**src/rtl/set_associative_lru_replacement.sv**
```systemverilog
// ============================================================================
// Module   : set_associative_lru_replacement
// Brief    : True-LRU age tracking per set with a registered victim-way query.
//            Optional macro REPLACEMENT_WAY_LOCK_EN adds a per-way lock mask.
// Revision : 1.0 - initial release
// ============================================================================
`default_nettype none

module set_associative_lru_replacement #(
  parameter int NUMBER_OF_WAYS = 4,
  parameter int NUMBER_OF_SETS = 8,
  localparam int WAY_WIDTH = $clog2(NUMBER_OF_WAYS),
  localparam int SET_WIDTH = (NUMBER_OF_SETS == 1) ? 1 : $clog2(NUMBER_OF_SETS)
) (
  input  logic                 clock,
  input  logic                 reset,
  input  logic                 accessEnable,
  input  logic [SET_WIDTH-1:0] accessSet,
  input  logic [WAY_WIDTH-1:0] lastAccessedCacheLine,
  input  logic                 invalidateEnable,
  input  logic [SET_WIDTH-1:0] invalidateSet,
  input  logic [WAY_WIDTH-1:0] invalidatedCacheLine,
  input  logic [SET_WIDTH-1:0] replacementSet,
  output logic [WAY_WIDTH-1:0] replacementCacheLine
`ifdef REPLACEMENT_WAY_LOCK_EN
  ,
  input  logic [NUMBER_OF_WAYS-1:0] lockMask
`endif
);

  typedef logic [WAY_WIDTH-1:0]                     age_t;
  typedef logic [NUMBER_OF_WAYS-1:0][WAY_WIDTH-1:0] row_t;

  localparam age_t c_LRU_AGE = age_t'(NUMBER_OF_WAYS - 1);

  row_t r_age [NUMBER_OF_SETS];
  row_t w_age_next [NUMBER_OF_SETS];
  row_t w_query_row;
  age_t w_victim;
  age_t r_victim;

  // Promote way a to MRU; every younger way ages by one.
  function automatic row_t promote(input row_t r, input age_t a);
    row_t n;
    age_t ref_age;
    n       = r;
    ref_age = r[a];
    for (int w = 0; w < NUMBER_OF_WAYS; w++) begin
      if (r[w] < ref_age) n[w] = r[w] + age_t'(1);
    end
    n[a] = '0;
    return n;
  endfunction

  // Demote way i to LRU; every older way gets one step younger.
  function automatic row_t demote(input row_t r, input age_t i);
    row_t n;
    age_t ref_age;
    n       = r;
    ref_age = r[i];
    for (int w = 0; w < NUMBER_OF_WAYS; w++) begin
      if (r[w] > ref_age) n[w] = r[w] - age_t'(1);
    end
    n[i] = c_LRU_AGE;
    return n;
  endfunction

  function automatic age_t lru_way(input row_t r);
    age_t v;
    v = '0;
    for (int w = 0; w < NUMBER_OF_WAYS; w++) begin
      if (r[w] == c_LRU_AGE) v = age_t'(w);
    end
    return v;
  endfunction

`ifdef REPLACEMENT_WAY_LOCK_EN
  // Oldest unlocked way; falls back to true LRU when every way is locked.
  function automatic age_t pick_victim(input row_t r, input logic [NUMBER_OF_WAYS-1:0] lk);
    age_t v;
    age_t best;
    logic found;
    v     = lru_way(r);
    best  = '0;
    found = 1'b0;
    for (int w = 0; w < NUMBER_OF_WAYS; w++) begin
      if (!lk[w] && (!found || r[w] > best)) begin
        found = 1'b1;
        best  = r[w];
        v     = age_t'(w);
      end
    end
    return v;
  endfunction
`endif

  // Access is applied before invalidate when both target the same set.
  always_comb begin
    for (int s = 0; s < NUMBER_OF_SETS; s++) begin
      w_age_next[s] = r_age[s];
      if (accessEnable && accessSet == SET_WIDTH'(s))
        w_age_next[s] = promote(w_age_next[s], lastAccessedCacheLine);
      if (invalidateEnable && invalidateSet == SET_WIDTH'(s))
        w_age_next[s] = demote(w_age_next[s], invalidatedCacheLine);
    end
  end

  always_comb begin
    w_query_row = w_age_next[0];
    for (int s = 0; s < NUMBER_OF_SETS; s++) begin
      if (replacementSet == SET_WIDTH'(s)) w_query_row = w_age_next[s];
    end
  end

`ifdef REPLACEMENT_WAY_LOCK_EN
  assign w_victim = pick_victim(w_query_row, lockMask);
`else
  assign w_victim = lru_way(w_query_row);
`endif

  always_ff @(posedge clock) begin
    if (reset) begin
      for (int s = 0; s < NUMBER_OF_SETS; s++) begin
        for (int w = 0; w < NUMBER_OF_WAYS; w++) begin
          r_age[s][w] <= age_t'(NUMBER_OF_WAYS - 1 - w);
        end
      end
      r_victim <= '0;
    end else begin
      for (int s = 0; s < NUMBER_OF_SETS; s++) begin
        r_age[s] <= w_age_next[s];
      end
      r_victim <= w_victim;
    end
  end

  assign replacementCacheLine = r_victim;

endmodule

`default_nettype wire
```
**config.mk**
```make
export PLATFORM = sky130hd
export DESIGN_NAME = set_associative_lru_replacement
export DESIGN_NICKNAME = d
export VERILOG_FILES = /design/src/rtl/set_associative_lru_replacement.sv
export SDC_FILE = /design/constraint.sdc
export NUM_CORES = 1
export LEC_CHECK = 0
export ABC_AREA = 1
export BUFFER_PORTS_ARGS = -buffer_cell sky130_fd_sc_hd__clkbuf_2
export CAP_MARGIN = 20
export CORE_UTILIZATION = 60
export CTS_BUF_LIST = sky130_fd_sc_hd__clkbuf_8
export CTS_CLUSTER_SIZE = 10
export DETAILED_ROUTE_END_ITERATION = 8
export HOLD_SLACK_MARGIN = 0.12
export PLACE_DENSITY_LB_ADDON = 0.12
export SKIP_LAST_GASP = 1
export SLEW_MARGIN = 20
export SYNTH_ARGS = -nofsm -noshare
export SYNTH_HDL_FRONTEND = slang
export SYNTH_SLANG_ARGS = --single-unit
```
**constraint.sdc**
```tcl
create_clock -name clock -period 8.05 [get_ports clock]
set_input_delay 0 -clock clock [delete_from_list [all_inputs] [get_ports clock]]
set_output_delay 0 -clock clock [all_outputs]
set_load 0.02 [all_outputs]
```
Yosys cells after proc, flatten, opt, wreduce, memory -nomap -nowiden

Memories as Yosys holds them, arrays and structs flattened.
Index checks and enable logic that the tools add are counted.
W data, S select, Z words.

Memory bits (writable): 64
Bits in read-only memories: 0
Bits in registers: 2
Bits of input ports: 17
Word-level logic and storage cells: 404
Memories kept: 1
Latch bits: 0
Output and inout bits: 2

Divide/modulo/power cells: 0
Reductions and logical operators: 20
Bitwise logic cells: 25
Multiply operators: 0
Equal/unequal tests: 24
Add/subtract/negate cells: 64
Mux-type cells: 201
Magnitude comparators: 68
Shift operators: 0

Memory list:

| memory | words | width | rd ports | clocked after memory_dff | wr ports | line | RTL |
|---|---|---|---|---|---|---|---|
| r_age  | 8     | 8     | 8        | 0                        | 8        | 36   | `row_t r_age [NUMBER_OF_SETS];` |

Operators by type and width:

| kind                  | number |
|---|---|
| $mux W2               | 148 |
| $mux W8               | 31 |
| $add A2 B1 Y2 const B | 32 |
| $and A8 B8 Y8         | 8 |
| $bmux W2 S2           | 16 |
| $gt A2 B2 Y1          | 32 |
| $lt A2 B2 Y1          | 32 |
| $or A8 B8 Y8          | 8 |
| $sub A2 B1 Y2 const B | 32 |
| $eq A3 B3 Y1 const B  | 12 |
| $eq A3 B2 Y1 const B  | 6 |
| $logic_and A1 B1 Y1   | 18 |
| $eq A3 B1 Y1 const B  | 3 |
| $demux W2 S2          | 2 |
| $not A8 Y8            | 1 |
| $or A1 B1 Y1          | 8 |
| $eq A2 B2 Y1 const B  | 3 |
| $logic_not A3 Y1      | 2 |
| $lt A2 B3 Y1 const B  | 2 |
| $ge A2 B1 Y1 const B  | 2 |
| $mux W1               | 4 |

Depth between registers and ports, before layout

Gate-level depths: netlist of run 1.
An unclocked memory read counts as a cell.

Depth in word-level cells: 26
Gate-level depth with buffers: 33
Gate-level depth less buffers: 33

Worst setup path before layout of run 1

Ideal clock, no wire load.

Path type: input to register
Start: input lastAccessedCacheLine[0]
End: register r_victim[1] (netlist: replacementCacheLine[1])
Stages: 28
Library setup time: 0.120 ns
Required time: 7.930 ns
Arrival: 4.081 ns
Path slack: 3.850 ns
Path buffers: 2
Cell sequence: buf_6 nor2_4 clkinv_1 clkbuf_1 o22ai_1 a221oi_1 ha_1 a211o_1 nor2_1 inv_1 o21ai_0 a21oi_1 a221oi_1 ha_1 a211oi_1 nand2_1 nand2_1 nand3_1 nor2_1 nor2_1 nand2_1 nand2_1 nand4_1 nand2_1 nand2_1 nand2_1 a21boi_1 a21oi_1

Longest elaborated chain between the ends: 24
Elaborated cells between the ends (all ways): 241
Classes of those cells: add/sub (16); order compare (50); eq/ne (2); mux (155); bitwise (17); reduce/logical (1)

RTL lines:

| what                                                                        | line   | RTL |
|---|---|---|
| start, declared                                                             | 19     | `input logic [WAY_WIDTH-1:0] lastAccessedCacheLine,` |
| $bmux W2 S2 (tied with other cells)                                         | 47     | `ref_age = r[a];` |
| $mux W2 (not written as such) / $logic_and A1 B1 Y1 (equally long branches) | 47, 51 |  |
| $lt A2 B2 Y1 / $mux W2 (equally long branches)                              | 49, 51 |  |
| $mux W2 / $demux W2 S2 (equally long branches)                              | 49, 51 |  |
| $mux W2 / $not A8 Y8 (equally long branches)                                | n/a    |  |
| $and A8 B8 Y8 (no source line)                                              | n/a    |  |
| $mux W8                                                                     | 101    | `if (accessEnable && accessSet == SET_WIDTH'(s))` |
| $bmux W2 S2                                                                 | 60     | `ref_age = r[i];` |
| [3 not listed]                                                              | n/a    |  |
| $mux W2                                                                     | 103    | `if (invalidateEnable && invalidateSet == SET_WIDTH'(s))` |
| $or A8 B8 Y8 (no source line)                                               | n/a    |  |
| $mux W8                                                                     | 103    |  |
| $mux W8 (6 in series)                                                       | 111    | `if (replacementSet == SET_WIDTH'(s)) w_query_row = w_age_next[s];` |
| $mux W8 *                                                                   | 111    |  |
| $eq A2 B2 Y1                                                                | 72     | `if (r[w] == c_LRU_AGE) v = age_t'(w);` |
| $mux W2                                                                     | 72     |  |
| $mux W2 *                                                                   | 72     |  |
| end signal, assigned                                                        | 133    | `r_victim <= w_victim;` |
| end, declared                                                               | 40     | `age_t r_victim;` |

Every way passes the cells marked *; elsewhere a longest branch is shown, timed or not. The select of a mux whose other input is x is not followed.
A chain may end at the register's enable or synchronous reset.

Final worst setup path of run 1

Start: input lastAccessedCacheLine[0]
End: register r_victim[0] (netlist: replacementCacheLine[0])

Longest elaborated chain between the ends: 25
Elaborated cells between the ends (all ways): 275
Classes of those cells: add/sub (24); order compare (58); eq/ne (3); mux (172); bitwise (17); reduce/logical (1)

RTL lines:

| what                                                                        | line |
|---|---|
| $bmux W2 S2 (tied with other cells)                                         | 47 |
| $mux W2 (not written as such) / $logic_and A1 B1 Y1 (equally long branches) | 47, 51 |
| $lt A2 B2 Y1 / $mux W2 (equally long branches)                              | 49, 51 |
| $mux W2 / $demux W2 S2 (equally long branches)                              | 49, 51 |
| $mux W2 / $not A8 Y8 (equally long branches)                                | n/a |
| $and A8 B8 Y8 (no source line)                                              | n/a |
| $mux W8                                                                     | 101 |
| $bmux W2 S2                                                                 | 60 |
| [4 not listed]                                                              | n/a |
| $or A8 B8 Y8 (no source line)                                               | n/a |
| $mux W8                                                                     | 103 |
| $mux W8 (6 in series)                                                       | 111 |
| $mux W8 *                                                                   | 111 |
| $eq A2 B2 Y1                                                                | 72 |
| $mux W1                                                                     | 72 |
| $mux W2                                                                     | 72 |
| $mux W2 *                                                                   | 72 |

Marks and branches as above.

==> summary.md, run 1 <==
| Metric | Value |
|---|---|
| Sequential share of power | `0.317` |
| Reg2reg start | `r_age[0][19]$_SDFF_PP1_` |
| Post-CTS Resized | `0` |
| Worst Setup SP | `lastAccessedCacheLine[0]` |
| Drt first-iter violations | `868` |
| Worst Path Required | `8360 ps` |
| Sequential fraction of the synthesis area | `0.162` |
| Final instance area | `8650 µm²` |
| # rows | `42` |
| Status | `finished, final reports clean` |
| Register Area | `1320 µm²` |
| Total GRT Usage | `0.338` |
| Syn nets | `about 1.5k` |
| Pin count of the biggest net entering global routing | `33` |
| Internal power | `a little over 0.0007 W` |
| Switching power | `0.000417 W` |
| Largest family of logic cells by synthesized area | `simple AND/OR/NAND/NOR gates` |
| Area of the multi-input gates | `5730 µm²` |
| Area contributors post-synth | `dfxtp_1, nand2_1, ha_1, inv_1, nand3_1` |
| Final Cycle Share | `0.619` |
| Pwr dens | `about 130 nW/µm²` |
| Data arrival, critical path | `5300 ps` |
| Critical R2R Capture | `replacementCacheLine[0]$_SDFF_PP0_` |
| XOR/XNOR Fraction of Synth Area | `0.00538` |
| Synthesized area per cell | `6.04 µm²` |
| Setup TNS | `0 ps` |
| Final Skew | `10.8 ps` |
| Clock tree buffer depth | `2` |
| H-tree depth | `3` |
| Post-Synth Simple-Gate Area | `0.390` |
| Post-DP Area | `~8400 µm²` |
| Clock transition at path regs | `80 ps` |
| CP max FO | `18` |
| Initial antenna violation count | `1` |
| Post-synth top area share | `0.162` |
| Post-synthesis instance total | `1346` |
| Worst-margin pin slew | `1110 ps` |
| CTS tree | `yes` |
| Vias per inst | `5.63` |
| Max-Cap Viols | `0` |
| Mapped Area | `8140 µm²` |
| Starting Density | `0.614` |
| Final nets | `1472` |
| DR WL/cell | `14.9 µm` |
| Vias | `8690` |
| Worst R2R Setup Slack | `roughly 3500 ps` |
| Most common cell after layout, fill and taps aside | `nand2_1` |
| Final Wtd Congestion | `0.888` |
| Crit Path Category | `primary input to register` |
| Multiplexer share of the synthesized area | `0` |
| Die area | `14000 µm²` |
| Port bufs | `18` |
| First-pass detailed-route iteration total | `6` |
| VDD IR-drop max | `0.0000689 V` |
| Worst R2R Path Depth | `26` |
| Final Setup Violations | `0` |
| End of the critical path | `replacementCacheLine[0]$_SDFF_PP0_` |
| Adder-cell share of the synthesized area | `0.145` |
| Area grow syn2layout | `6.35%` |
| Min Clock Period, post-route | `4980 ps` |
| Synth Warn # | `0` |
| Unique cell type count in the Yosys netlist | `53` |
| Most frequent cells in the layout | `nand2_1, inv_1, nor2_1` |
| Fmax achieved | `201 MHz` |
| Filler cell count in the final layout | `1277` |
| Die W | `118 µm` |
| Clock power frac | `0.348` |
| Synth Area in Compound Gates | `0.164` |
| Startpoint Class | `primary input` |
| GRT overflow | `0` |
| Unrepaired setup endpoints after global routing | `no` |
| Residual DRC | `0` |
| Detail Placement HPWL | `~18 mm` |
| Clock Sinks | `66` |
| Share of cells above drive strength 1 | `0.0857` |
| Vias in the first global route | `around 7.8k` |
| Design Power | `0.00113 W` |
| P_leak | `between 4 and 5 nW` |
| Slew HR | `0.257` |
| Switching Share | `0.368` |
| Root Driver | `clkbuf_8` |
| Antenna Nets Post-Route | `0` |
| Final Max Tran Viols | `0` |
| IO Pins | `19` |
| Final core utilization | `0.653` |
| Worst-Skew Late Latency | `390 ps` |
| Die Height | `around 120 µm` |
| Hold crit path type | `primary input to register` |
| First-pass GRT wire length | `around 38 mm` |
| Core area | `13200 µm²` |
| #FFs+latches synth | `66` |
| Fin. Hold Viols | `0` |
| Critical Path Sink Type | `register` |
| Top cell type by total area after synthesis | `dfxtp_1` |
| Logic pwr share | `0.336` |
| TritonCTS Buffers | `9` |
| Final WL | `around 23 mm` |
## how the worst min path moves through the flow
stage	from	end	slack, ps	cells after the start
after detailed placement	reset	replacementCacheLine[0]$_SDFF_PP0_	310	2
final	invalidatedCacheLine[1]	r_age[1][3]$_SDFFE_PP1N_	160	4
after global routing	invalidatedCacheLine[1]	r_age[1][3]$_SDFFE_PP1N_	210	4
after CTS	invalidatedCacheLine[1]	r_age[1][3]$_SDFFE_PP1N_	140	4
after floorplan	reset	replacementCacheLine[0]$_SDFF_PP0_	70	1
after global placement	reset	replacementCacheLine[1]$_SDFF_PP0_	310	2
## flip-flops by register name, summed over array words and instances (netlist names)
name and flops:
replacementCacheLine 2, r_age 64
## area by class of cell
| class | instances | area share |
|---|---|---|
| multi-input combinational | 998 | 0.662 |
| sequential | 66 | 0.153 |
| inverter | 265 | 0.115 |
| tap | 176 | 0.0254 |
| clock buffer | 10 | 0.0159 |
| clock inverter | 6 | 0.0149 |
| timing repair buffer | 21 | 0.0133 |
| antenna | 1 | 0.000289 |
## Yosys cell counts, drive strengths merged
cell     count
nand2      336
inv        262
nor2       142
nand3      134
ha          94
a21oi       73
dfxtp       66
o21ai       60
nand4       47
o22ai       26
a221oi      20
a211oi      12
clkbuf      11
or2         11
buf          6
nand3b       6
nor3         6
xor2         5
a21o         4
nor3b        4
o221ai       4
a31oi        3
clkinv       3
a211o        2
o211ai       2
a21boi       1
a31o         1
a41oi        1
and3         1
o2111ai      1
o21a         1
or3b         1
## critical path: stages
cell	delay, ps
clkbuf_2	210
nor2_4	460
clkinv_1	710
o22ai_1	340
a221oi_1	150
ha_1	330
a211o_1	300
nor2_1	90
inv_1	60
o21ai_0	130
a21oi_1	100
a221oi_1	520
ha_1	350
a211oi_1	430
nand2_1	100
nand2_1	70
nand3_1	90
nor2_1	100
nor2_1	60
nand2_1	100
nand2_1	50
nand4_1	100
nand2_1	60
nand2_1	60
nand2_1	70
nand2_1	70
nand3_1	70
a21oi_1	120
## per-layer routing
| metal | track usage | share of wire |
|---|---|---|
| met3 | 0.0492 | 0.072 |
| met2 | 0.550 | 0.45 |
| met4 | 0.146 | 0.028 |
| met1 | 0.444 | 0.45 |
| met5 | 0 | 0 |
## power groups by stage
stage / Combinational, W / Sequential, W / Clock (W)
floorplan: 0.000287 / 0.000363 / 0
global placement: 0.000363 / 0.000366 / 0
finish: 0.000380 / 0.000359 / 0.000394
detailed placement: 0.000373 / 0.000366 / 0
global route: 0.000436 / 0.000361 / 0.000408
CTS: 0.000376 / 0.000359 / 0.000395
## timing repair
| item | CTS | global route |
|---|---|---|
| setup buffers | 0 | 0 |
| hold endpoints to repair | 6 | 0 |
| hold buffers | 1 | 0 |
## through the flow
| step | cells | setup slack (ps) | hold slack (ps) |
|---|---|---|---|
| CTS | 1542 | 3130 | 142 |
| global route | 1543 | 2600 | 208 |
| floorplan | 1346 | 3850 | 69.1 |
| global placement | 1525 | 2920 | 310 |
| detailed placement | 1525 | 2720 | 314 |
| finish | 1543 | 3070 | 155 |
## cell families (layout without fill, tap and decap cells)
family | count (synthesis) | in the layout
other | 0 | 1
xor gates and xnor gates | 5 | 5
and+or+nand+nor | 688 | 688
DFF | 66 | 66
adders and majority gates | 94 | 94
buffers and inverters | 282 | 302
AOI/OAI and AO/OA | 211 | 211
(Power assumes the default switching activity.)
==> inputs of run 2 (changes only) <==
clock period = 4 ns   (was 8.05 ns; I/O delays follow)
==> run 2 against run 1 <==
Compared with the run above: clock-buffer cell count grew 1; clock power grew 38%; global-route usage grew 2.2 points; core utilization grew 12 points; first-iteration DRC count grew 1.8%; highest routed layer unchanged.
==> summary.md, run 2 (synthesized netlist as in run 1, its figures left out) <==
| Metric | Value |
|---|---|
| Worst-margin pin slew | `1130 ps (was 1110 ps)` |
| Uppermost layer routed | `met4 (unchanged)` |
| Placed insts | `1659 (was 1525)` |
| Status | `finished, final reports clean (unchanged)` |
| Core area | `13200 µm² (unchanged)` |
| Vias in the first global route | `8546 (was 7838)` |
| Fmax achieved | `256 MHz` |
| Detail Placement HPWL | `19.7 mm (was 17.7 mm)` |
| Clock power frac | `0.237 (was 0.348)` |
| Fin. Hold Viols | `0 (unchanged)` |
| Residual DRC | `0 (unchanged)` |
| Layout Cells excl Fill | `1700 (was 1543)` |
| Final worst setup slack | `99.8 ps (was 3070 ps)` |
| Startpoint Class | `register (was primary input)` |
| VDD IR-drop max | `0.000188 V (was 0.0000689 V)` |
| CP max FO | `4 (was 18)` |
| Final core utilization | `0.769 (was 0.653)` |
| Root Driver | `clkbuf_8 (unchanged)` |
| P_leak | `5.40 nW (was 4.60 nW)` |
| Clock transition at path regs | `80 ps (about the same)` |
| Pwr dens | `225 nW/µm² (was 131 nW/µm²)` |
| Drt first-iter violations | `884 (was 868)` |
| Unrepaired setup endpoints after global routing | `yes (was no)` |
| TritonCTS Buffers | `9 (unchanged)` |
| Largest stage delay on the critical path | `330 ps (was 710 ps)` |
| Worst Path Required | `4310 ps (was 8360 ps)` |
| Clock tree buffer depth | `2 (unchanged)` |
| Initial antenna violation count | `0 (was 1)` |
| First-pass GRT wire length | `40.4 mm (was 37.8 mm)` |
| Final Cycle Share | `0.975` |
| Max-Cap Viols | `0 (unchanged)` |
| Clock Sinks | `66 (unchanged)` |
| Die area | `14000 µm² (unchanged)` |
| Hold crit path type | `primary input to register (unchanged)` |
| Logic pwr share | `0.446 (was 0.336)` |
| Final WL | `26.6 mm (was 23.0 mm)` |
| Min Clock Period, post-route | `3900 ps` |
| Internal power | `0.00137 W (was 0.000717 W)` |
| Worst-Skew Late Latency | `380 ps (was 390 ps)` |
| Switching power | `0.000922 W (was 0.000417 W)` |
| CP max-delay cell | `dfxtp_2 (was clkinv_1)` |
| Final Setup Violations | `0 (unchanged)` |
| Share of cells above drive strength 1 | `0.245 (was 0.0857)` |
| Area grow syn2layout | `25.2% (was 6.35%)` |
| H-tree depth | `3 (unchanged)` |
| CTS tree | `yes (unchanged)` |
| Switching Share | `0.402 (was 0.368)` |
| Crit Path Category | `register to register (was primary input to register)` |
| Critical Path Sink Type | `register (unchanged)` |
| Most flop-heavy register | `r_age (unchanged)` |
| Dpl ws | `-170 ps (was 2720 ps)` |
| Vias | `9749 (was 8690)` |
| Die W | `118 µm (unchanged)` |
| Port bufs | `18 (unchanged)` |
| Die Height | `118 µm (unchanged)` |
| Final Wtd Congestion | `0.936 (was 0.888)` |
| Data arrival, critical path | `4210 ps (was 5300 ps)` |
| Antenna Nets Post-Route | `0 (unchanged)` |
| # rows | `42 (unchanged)` |
| Total GRT Usage | `0.360 (was 0.338)` |
| Routed length on met2 | `12.2 mm (was 10.3 mm)` |
| Met3 WL | `2.18 mm (was 1.66 mm)` |
| Vias per inst | `5.73 (was 5.63)` |
| CP dominant cell by count | `nand2_1 (unchanged)` |
| Starting Density | `0.614 (unchanged)` |
| Final Max Tran Viols | `0 (unchanged)` |
| Sequential share of power | `0.317 (about the same)` |
| Pin count of the biggest net entering global routing | `31 (was 33)` |
| IO Pins | `19 (unchanged)` |
| Largest register FFs | `64 (unchanged)` |
| Slew HR | `0.238 (was 0.257)` |
| GRT overflow | `0 (unchanged)` |
| Antenna cells | `0 (was 1)` |
| Final nets | `1631 (was 1472)` |
| Final Skew | `12.4 ps (was 10.8 ps)` |
| DR WL/cell | `15.6 µm (was 14.9 µm)` |
| Most frequent cells in the layout | `nand2_1, inv_1, buf_4 (was nand2_1, inv_1, nor2_1)` |
| Most common cell after layout, fill and taps aside | `nand2_1 (unchanged)` |
| Post-Route M1 WL | `11.2 mm (was 10.4 mm)` |
| First-pass detailed-route iteration total | `5 (was 6)` |
run 2: cell types whose count changed in the layout (fill, tap and decap cells not counted), moves of 11 or more:
cell      before  now
buf_4          2  158
nor2_1       135  118
nor2_2         3   19
a21oi_1       64   50
a21oi_2        9   22
a221oi_1      19    7
inv_1        252  240
inv_2         10   22
nand3_1      114  103
nand3_2       20   31
run 2: worst paths after layout:
path / depth (start not counted) / slack [ps] / startpoint / end
worst max register to register: 29 / 100 / r_age[0][9]$_SDFF_PP1_ / replacementCacheLine[0]$_SDFF_PP0_
worst min-delay path: 6 / 200 / invalidateSet[1] / r_age[1][24]$_SDFFE_PP1N_
worst max-delay path: 29 / 100 / r_age[0][9]$_SDFF_PP1_ / replacementCacheLine[0]$_SDFF_PP0_
worst min register to register: 3 / 690 / r_age[0][3]$_DFF_P_ / r_age[0][3]$_DFF_P_
run 2: what timing repair did:
item	4_1_cts	5_1_grt
buffers inserted	0	26
hold buffers	1	0
endpoints found under the hold margin	6	0
resized for setup	1	110
setup endpoints to repair	1	2
pin swaps	0	60
run 2: worst max-delay path: cells and delay by family, from the launching register on:
family                     cells  cell delay (ps)
and+or+nand+nor               16             1490
AOI/OAI and AO/OA              8             1180
DFF                            1              330
buffers and inverters          3              240
adders and majority gates      2              600
run 2: routing by layer:
metal,track usage,vias up
met1,0.469,4401
met3,0.0367,86
met2,0.605,447
met4,0.153,0
li1,-,4815
met5,0,-
run 2: layout make-up:
| cell class | instances | area [µm²] |
|---|---|---|
| fillers | 1070 | 3060 |
| clock buffers | 11 | 151 |
| flip-flops and latches | 66 | 1330 |
| inverters | 265 | 1000 |
| repair buffers | 180 | 1330 |
| well taps | 176 | 220 |
| multi-input cells | 998 | 6140 |
| clock inverters | 4 | 18.8 |
run 2: per-stage QoR:
step | instance area (µm²) | TNS, ps | power, W | hold WS, ps
after CTS | 9590 | 0 | 0.00217 | 182
after global placement | 9410 | -74.7 | 0.00161 | 319
after floorplan | 8160 | 0 | 0.00131 | 69.1
after detailed placement | 9410 | -325 | 0.00163 | 311
after global routing | 10200 | -323 | 0.00243 | 241
final | 10200 | 0 | 0.00229 | 202
run 2: power by group through the flow:
stage	sequential, W	clock [W]	combinational (W)
2_1_floorplan	0.000730	0	0.000580
3_3_place_gp	0.000737	0	0.000871
3_5_place_dp	0.000737	0	0.000897
4_1_cts	0.000722	0.000541	0.000904
5_1_grt	0.000729	0.000568	0.00113
6_report	0.000726	0.000543	0.00102
==> inputs of run 3 (changes only) <==
CAP_MARGIN = 10   (was 20)
clock period = 5.04 ns   (was 4 ns; I/O delays follow)
==> run 3 against run 2 <==
Compared with the run above: die area stayed put; worst setup slack better by 460 ps; via count is 9.1% lower; power is 29% lower; non-clock buffer count is 146 lower; clock power is 18% lower; routed wire length is 11% lower; critical path type is now primary input to register; largest power group unchanged.
==> summary.md, run 3 (synthesized netlist as in run 1, its figures left out) <==
| Metric | Value |
|---|---|
| Status | `finished, final reports clean (unchanged)` |
| Cts hold-fix bufs | `1 (unchanged)` |
| Final Wtd Congestion | `0.921 (was 0.936)` |
| Max-Cap Viols | `0 (unchanged)` |
| Vias | `8861 (was 9749)` |
| Crit path depth | `30 (was 29)` |
| Most common cell after layout, fill and taps aside | `nand2_1 (unchanged)` |
| Layout Cells excl Fill | `1555 (was 1700)` |
| Final nets | `1485 (was 1631)` |
| Die Height | `118 µm (unchanged)` |
| Area grow syn2layout | `6.49% (was 25.2%)` |
| Final Setup Violations | `0 (unchanged)` |
| IO Pins | `19 (unchanged)` |
| Setup TNS | `0 ps (unchanged)` |
| Share of cells above drive strength 1 | `0.0935 (was 0.245)` |
| Design Power | `0.00164 W (was 0.00229 W)` |
| Drt first-iter violations | `768 (was 884)` |
| WP buf/inv | `3 (unchanged)` |
| Area of the multi-input gates | `5730 µm² (was 6140 µm²)` |
| Startpoint Class | `primary input (was register)` |
| # rows | `42 (unchanged)` |
| Most flop-heavy register | `r_age (unchanged)` |
| Final Max Tran Viols | `0 (unchanged)` |
| Final worst setup slack | `562 ps (was 99.8 ps)` |
| Fin. Hold Viols | `0 (unchanged)` |
| Slew HR | `0.327 (was 0.238)` |
| Root Driver | `clkbuf_8 (unchanged)` |
| Worst R2R Path Depth | `25 (was 29)` |
| Clock tree buffer depth | `2 (unchanged)` |
| Fmax achieved | `approximately 220 MHz` |
| Vias per inst | `5.70 (was 5.73)` |
| Worst-Skew Late Latency | `370 ps (was 380 ps)` |
| Largest delay share family, worst path | `compound AO/OA/AOI/OAI gates (was simple AND/OR/NAND/NOR gates)` |
| Post-DP Area | `8470 µm² (was 9410 µm²)` |
| Die area | `14000 µm² (unchanged)` |
| Port bufs | `18 (unchanged)` |
| Final WL | `23.6 mm (was 26.6 mm)` |
| TritonCTS Buffers | `9 (unchanged)` |
| Filler cell count in the final layout | `1296 (was 1070)` |
| CP dominant cell by count | `nand2_1 (unchanged)` |
| Residual DRC | `0 (unchanged)` |
| CP max-delay cell | `a221oi_1 (was dfxtp_2)` |
| Antenna Nets Post-Route | `0 (unchanged)` |
| Die W | `118 µm (unchanged)` |
| CTS tree | `yes (unchanged)` |
| Initial antenna violation count | `0 (unchanged)` |
| Clock transition at path regs | `80 ps (about the same)` |
| Worst R2R Setup Slack | `570 ps (was 100 ps)` |
| VDD IR-drop max | `0.000108 V (was 0.000188 V)` |
| Detail Placement HPWL | `18.2 mm (was 19.7 mm)` |
| Largest stage delay on the critical path | `620 ps (was 330 ps)` |
| Register Area | `1320 µm² (was 1330 µm²)` |
| Final Cycle Share | `0.889` |
| First-pass GRT wire length | `38.2 mm (was 40.4 mm)` |
| Final instance area | `8660 µm² (was 10200 µm²)` |
| Worst-margin pin slew | `1000 ps (was 1130 ps)` |
| Crit Path Category | `primary input to register (was register to register)` |
| First-pass detailed-route iteration total | `6 (was 5)` |
| Placed insts | `1538 (was 1659)` |
| Starting Density | `0.614 (unchanged)` |
| Pin count of the biggest net entering global routing | `28 (was 31)` |
| Critical Path Sink Type | `register (unchanged)` |
| Post-CTS Setup Bufs | `0 (unchanged)` |
| Post-CTS Resized | `0 (was 1)` |
| Core area | `13200 µm² (unchanged)` |
| Vias in the first global route | `7948 (was 8546)` |
| GRT overflow | `0 (unchanged)` |
| Unrepaired setup endpoints after global routing | `no (was yes)` |
| Data arrival, critical path | `4780 ps (was 4210 ps)` |
| Antenna cells | `0 (unchanged)` |
| Hold crit path type | `primary input to register (unchanged)` |
| P_leak | `4.63 nW (was 5.40 nW)` |
| Final Skew | `10.9 ps (was 12.4 ps)` |
| Total GRT Usage | `0.342 (was 0.360)` |
| Worst Path Required | `5340 ps (was 4310 ps)` |
| Worst hold path stage count | `7 (was 6)` |
| DR WL/cell | `15.2 µm (was 15.6 µm)` |
| H-tree depth | `3 (unchanged)` |
| Largest register FFs | `64 (unchanged)` |
| Pwr dens | `189 nW/µm² (was 225 nW/µm²)` |
| Dpl ws | `272 ps (was -170 ps)` |
| Min Clock Period, post-route | `4480 ps` |
| Clock Sinks | `66 (unchanged)` |
| Most frequent cells in the layout | `nand2_1, inv_1, nor2_1 (was nand2_1, inv_1, buf_4)` |
| CP max FO | `12 (was 4)` |
==> run 3: cell count changes in the layout (fill, tap and decap cells not counted), sizes merged <==
cell	before	now
inv	263	264
clkbuf	29	30
buf	161	15
clkinvlp	1	0
==> run 3: routing by layer <==
metal,GRT usage,routed length [µm],share of wire,vias up
li1,-,-,-,4508
met1,0.440,10300,0.44,3970
met2,0.564,10600,0.45,327
met3,0.0531,1850,0.078,56
met4,0.155,826,0.035,0
met5,0,0,0,-
==> run 3: worst paths after layout <==
check / from / to
min reg2reg: r_age[0][3]$_DFF_P_ / r_age[0][3]$_DFF_P_
max reg2reg: r_age[0][7]$_DFF_P_ / replacementCacheLine[0]$_SDFF_PP0_
max: lastAccessedCacheLine[0] / replacementCacheLine[0]$_SDFF_PP0_
min: invalidateSet[0] / r_age[0][16]$_SDFF_PP1_
==> run 3: layout make-up <==
type / count / area share
flip-flops and latches: 66 / 0.152
inverters: 265 / 0.115
clock buffers: 12 / 0.0191
repair buffers: 34 / 0.0245
clock inverters: 4 / 0.00202
well taps: 176 / 0.0254
multi-input cells: 998 / 0.661
==> run 3: where the power goes <==
part,internal [W],switching (W),total (W),leakage [nW]
Sequential,0.000548,0.0000253,0.000574,0.537
Clock,0.000214,0.000230,0.000444,0.105
Combinational,0.000215,0.000403,0.000619,3.99
Total,0.000978,0.000658,0.00164,4.63
==> run 3: stage by stage <==
| step | hold slack (ps) | util |
|---|---|---|
| 2_1_floorplan | 69.1 | - |
| 3_3_place_gp | 322 | 0.639 |
| 3_5_place_dp | 332 | 0.639 |
| 4_1_cts | 200 | 0.654 |
| 5_1_grt | 246 | 0.654 |
| 6_report | 210 | 0.654 |
==> run 3: worst register-to-register path, stage by stage, from the launching register on <==
cell and delay [ps]:
dfxtp_1 350, inv_1 90, o22ai_1 80, a221oi_1 510
ha_1 360, nand3_1 90, nand3_1 60, nand2_1 70
nand3_1 200, a221oi_1 590, ha_1 330, or2_2 310
o211ai_1 260, nand3_1 160, nand2_1 90, nand3_1 90
nand2_1 80, nand2_1 60, nand2_1 70, nand2_1 60
nand3_1 70, nand2_1 50, nand2_1 70, nand2_1 60
a21oi_2 140, a21oi_1 80
